<file path="src/rtl/coin_acceptor.sv">
// Coin acceptor front end: synchronises and debounces the 5/10 coin sensors, queues
// accepted coins and issues each one as a single-cycle amt pulse to the vending FSM.
module coin_acceptor #(
  parameter int DEBOUNCE_CYCLES = 4,
  parameter int FIFO_DEPTH      = 4,
  parameter int GAP_CYCLES      = 1,
  localparam int CW             = $clog2(FIFO_DEPTH + 1)
) (
  input  logic          clk,
  input  logic          reset,
  input  logic          coin5_raw,
  input  logic          coin10_raw,
  input  logic          inhibit,
  output logic [3:0]    amt,
  output logic          coin_reject,
  output logic [CW-1:0] fifo_count
);

  localparam int DBW = $clog2(DEBOUNCE_CYCLES + 1);
  localparam int AW  = $clog2(FIFO_DEPTH);
  localparam int GW  = $clog2(GAP_CYCLES + 1);

  typedef enum logic [1:0] {IDLE, ISSUE, GAP} state_t;

  // Channel index 0 = 5-unit sensor, 1 = 10-unit sensor.
  logic [1:0]     sync1_q, sync2_q, deb_q, deb_d, deb_prev_q;
  logic [DBW-1:0] cnt_q [2];
  logic [DBW-1:0] cnt_d [2];
  logic [1:0]     rise;
  logic           push_req, push, pop, full, head;

  logic           mem_q [FIFO_DEPTH];
  logic [AW-1:0]  wr_ptr_q, rd_ptr_q;
  logic [CW-1:0]  count_q;
  state_t         state_q;
  logic [GW-1:0]  gap_q;
  logic [3:0]     amt_q;
  logic           reject_q;

  always_comb begin
    for (int i = 0; i < 2; i++) begin
      deb_d[i] = deb_q[i];
      cnt_d[i] = '0;
      if (sync2_q[i] != deb_q[i]) begin
        if (cnt_q[i] == DBW'(DEBOUNCE_CYCLES - 1)) deb_d[i] = ~deb_q[i];
        else                                       cnt_d[i] = cnt_q[i] + 1'b1;
      end
    end
  end

  // Simultaneous rises are an invalid coin, so only a lone rise requests a push.
  assign rise     = deb_q & ~deb_prev_q;
  assign push_req = ^rise;
  assign full     = (count_q == CW'(FIFO_DEPTH));
  assign pop      = (state_q == IDLE) && (count_q != '0) && !inhibit;
  assign push     = push_req && (!full || pop);
  assign head     = mem_q[rd_ptr_q];

  always_ff @(posedge clk) begin
    if (push) mem_q[wr_ptr_q] <= rise[1];
  end

  always_ff @(posedge clk) begin
    if (reset) begin
      sync1_q    <= '0;
      sync2_q    <= '0;
      deb_q      <= '0;
      deb_prev_q <= '0;
      cnt_q[0]   <= '0;
      cnt_q[1]   <= '0;
      wr_ptr_q   <= '0;
      rd_ptr_q   <= '0;
      count_q    <= '0;
      state_q    <= IDLE;
      gap_q      <= '0;
      amt_q      <= 4'd0;
      reject_q   <= 1'b0;
    end else begin
      sync1_q    <= {coin10_raw, coin5_raw};
      sync2_q    <= sync1_q;
      deb_q      <= deb_d;
      deb_prev_q <= deb_q;
      cnt_q[0]   <= cnt_d[0];
      cnt_q[1]   <= cnt_d[1];
      reject_q   <= (&rise) || (push_req && full && !pop);

      if (push) wr_ptr_q <= wr_ptr_q + 1'b1;
      if (pop)  rd_ptr_q <= rd_ptr_q + 1'b1;
      case ({push, pop})
        2'b10:   count_q <= count_q + 1'b1;
        2'b01:   count_q <= count_q - 1'b1;
        default: count_q <= count_q;
      endcase

      case (state_q)
        IDLE: begin
          amt_q <= 4'd0;
          if (pop) begin
            amt_q   <= head ? 4'd10 : 4'd5;
            state_q <= ISSUE;
          end
        end
        ISSUE: begin
          amt_q   <= 4'd0;
          gap_q   <= GW'(GAP_CYCLES - 1);
          state_q <= GAP;
        end
        GAP: begin
          amt_q <= 4'd0;
          if (gap_q == '0) state_q <= IDLE;
          else             gap_q   <= gap_q - 1'b1;
        end
        default: begin
          amt_q   <= 4'd0;
          state_q <= IDLE;
        end
      endcase
    end
  end

  assign amt         = amt_q;
  assign coin_reject = reject_q;
  assign fifo_count  = count_q;

endmodule

</file>
<file path="config.mk">
export PLATFORM = sky130hd
export DESIGN_NAME = coin_acceptor
export DESIGN_NICKNAME = d
export VERILOG_FILES = /design/src/rtl/coin_acceptor.sv
export SDC_FILE = /design/constraint.sdc
export NUM_CORES = 1
export LEC_CHECK = 0
export BUFFER_PORTS_ARGS = -buffer_cell sky130_fd_sc_hd__buf_2
export CORE_ASPECT_RATIO = 1.4
export CORE_MARGIN = 5
export CORE_UTILIZATION = 41
export DETAILED_ROUTE_END_ITERATION = 10
export SYNTH_ARGS = -nofsm -noshare
export SYNTH_HDL_FRONTEND = slang
export SYNTH_SLANG_ARGS = --single-unit
</file>
<file path="constraint.sdc">
create_clock -name clk -period 3.7 [get_ports clk]
set_clock_uncertainty 0.1 [all_clocks]
set_input_delay 0.185 -clock clk [delete_from_list [all_inputs] [get_ports clk]]
set_output_delay 0.185 -clock clk [all_outputs]
set_load 0.02 [all_outputs]
</file>
==> impl_metrics.json <==
{
  "status": "completed",
  "coreArea_mm2": 0.003347,
  "htreeDepth": 2,
  "setup_tns_ns": 0,
  "synthMuxAreaShare": 0.04570,
  "drc": 0,
  "grt_pass1_wl_um": 3719,
  "worst_path_most_repeated_cell": "nor2b_1",
  "clock_latency_ns": 0.27,
  "crit_family": "simple AND/OR/NAND/NOR gates",
  "grt_pass1_vias": 926,
  "nets": 158,
  "tightest_slew_ns": 0.7692,
  "irDropWorstVdd_v": 0.0003904,
  "required_ns": 3.80,
  "layout-drive-gt1-share": 0.1806,
  "startpoint_type": "flop",
  "cts_made_buffers": 5,
  "grt_use_total": 0.1050,
  "final_core_util": 0.4699,
  "synth.avg_cell_area_um2": 10.66,
  "synth_edf_count": 4,
  "postCtsSetupRepairBufs": 0,
  "cts.path.max_buffers": 2,
  "ys_async_sr_fraction": 0,
  "clk_pin_slew_ns": 0.07,
  "hold_slack_ns": 0.02606,
  "vias": 959,
  "critPathSlowestCell": "or3_2",
  "n_antenna_cell": 0,
  "viasPerCell": 5.212,
  "p_per_area_mw_per_mm2": 437.9,
  "r2r_start": "deb_q[1]",
  "rsz0062_at_grt": "no",
  "ioPinCount": 13,
  "holdCritPathClass": "primary input to flop",
  "setup_viol": 0,
  "yosys_warnings": 0,
  "die_width_um": 59.32,
  "fillers": 322,
  "yosysTopAreaCellShare": 0.4014,
  "clock-sinks": 32,
  "cts_resized": 0,
  "synth_simple_gate_area_frac": 0.1918,
  "dp_hpwl_um": 1551,
  "worstPathArrival_ns": 3.02,
  "synth_xor_area_frac": 0.02509,
  "synth.yosys.seq_area_share": 0.4875,
  "die_area_mm2": 0.004689,
  "antenna_found_initial": 0,
  "min_period_ns": 2.918,
  "root_buffer": "clkbuf_8",
  "final-hold-violation-count": 0,
  "cp_cell_sequence": "nor2b_1, ha_1, or3_2, fa_1, nor2b_1, a211o_1, nor3_1",
  "ys.flop_type": "dfxtp_1",
  "drtIter0Drc": 20,
  "drtAntennaViolNets": 0,
  "cts_tree": "built",
  "die_h_um": 79.05,
  "crit_buf_inv": 0,
  "fin_crit_sh": 0.7887,
  "yosys.cell_count.top_type": "dfxtp_1",
  "synth_top_family_by_area": "simple AND/OR/NAND/NOR gates",
  "yosysTopAreaCell": "dfxtp_1",
  "port_buffers": 12,
  "fmax_mhz": 342.7,
  "slew-limit-headroom": 0.4833,
  "maxCapViolations": 0,
  "ys_top_cells_by_count": "dfxtp_1, nor2_1, inv_1, ha_1, nor2b_1",
  "cts_hold_buf": 0,
  "drtPass1Iterations": 4,
  "post_drt_wl_per_cell_um": 11.72,
  "cp_max_fo": 12,
  "crit_path_end_kind": "flop",
  "synthAdderAreaFrac": 0.09498,
  "ys_seq_elements": 32,
  "grt_start_max_net_pins": 26,
  "crit_start": "deb_q[1]",
  "synth.distinct_cells": 37,
  "final-instance-count-excl-fill": 184,
  "synth-compound-area-share": 0.09857,
  "syn_area_mm2": 0.001396,
  "place.gp.congestion": 0.8082,
  "rows": 25,
  "min_from": "coin5_raw",
  "initial_core_util": 0.4172,
  "syn-instance-count": 131,
  "globalRouteOverflowTotal": 0,
  "total_power_uw": 688.7,
  "worstSetupPathType": "flop to flop",
  "wl_um": 2156,
  "areaGrowthSynthToFinish_pct": 12.63,
  "netlist_top_cells_area": "dfxtp_1, edfxtp_1, ha_1",
  "crit_path_max_incr_delay_ns": 0.53,
  "place_inst": 176,
  "slew_viol_final": 0,
  "syn_nets": 146,
  "p_leak_nw": 0.6072
}
metrics by stage:
step / setup slack (ns) / instance area, um^2
after floorplan: 0.9388 / 1396
after global placement: 0.8890 / 1465
after detailed placement: 0.7860 / 1465
after CTS: 0.7655 / 1573
after global routing: 0.6066 / 1573
final: 0.7819 / 1573
cell type report:
class,count,area [um^2],share of cell area
multi-input combinational,82,636.9,0.4049
clock buffer,6,72.57,0.04614
tap,40,50.05,0.03182
timing repair buffer,12,60.06,0.03819
clock inverter,2,35.03,0.02228
sequential,32,680.7,0.4328
inverter,10,37.54,0.02387
state kept, by name, summed over array words and instances, names as in the netlist, named ones only:
| register | cells |
|---|---|
| deb_q | 2 |
| cnt_q | 6 |
| fifo_count | 3 |
| wr_ptr_q | 2 |
| coin_reject | 1 |
| sync2_q | 2 |
| amt | 2 |
| rd_ptr_q | 2 |
| sync1_q | 2 |
| deb_prev_q | 2 |
| mem_q | 4 |
| state_q | 2 |
routing by layer:
| metal | wire length, um | global-route usage |
|---|---|---|
| met1 | 891 | 0.09766 |
| met3 | 128 | 0.04553 |
| met4 | 24 | 0.04989 |
| met5 | 0 | 0 |
| met2 | 1112 | 0.1882 |
where the power goes:
group / internal [mW] / total, mW / leakage (nW) / switching, mW
Combinational: 0.00610 / 0.0160 / 0.289 / 0.00992
Sequential: 0.353 / 0.354 / 0.263 / 0.00111
Clock: 0.200 / 0.318 / 0.0552 / 0.119
Total: 0.559 / 0.689 / 0.607 / 0.130
worst reg2reg max path: stages, from the launching register on:
cell	delay, ns
dfxtp_1	0.37
nor2b_1	0.31
ha_1	0.42
or3_2	0.54
fa_1	0.49
nor2b_1	0.16
a211o_1	0.30
nor3_1	0.18
path summary, 6_finish.rpt:
path	endpoint	slack, ns	cells after the start
hold reg to reg	cnt_q[0][3]	0.32	1
setup / recovery	fifo_count[1]	0.78	7
setup reg to reg	fifo_count[1]	0.78	7
hold / removal	sync1_q[0]	0.03	2
cell usage in the layout (no fill, tap or decap), types with 2 or more instances in the layout:
cell type and count:
inv_1 10, nor3_1 4, and2_1 5, or2_2 2, nor2_1 12, nor2b_1 9, buf_2 12, dfxtp_1 28
ha_1 9, or4_1 2, or3_1 5, a41oi_1 2, clkbuf_8 5, a21oi_1 3, xnor2_1 3, o32ai_1 2
mux2i_1 3, nand2b_1 4, edfxtp_1 4
cells by family after synthesis:
family                   count (synthesis)
AO/OA/AOI/OAI                           16
XOR/XNOR                                 4
adder cells (fa/ha/maj)                 10
buffers and inverters                   17
flip-flops                              32
multiplexers                             5
AND/OR/NAND/NOR                         47
No activity file was read; power rests on OpenSTA's default activity.
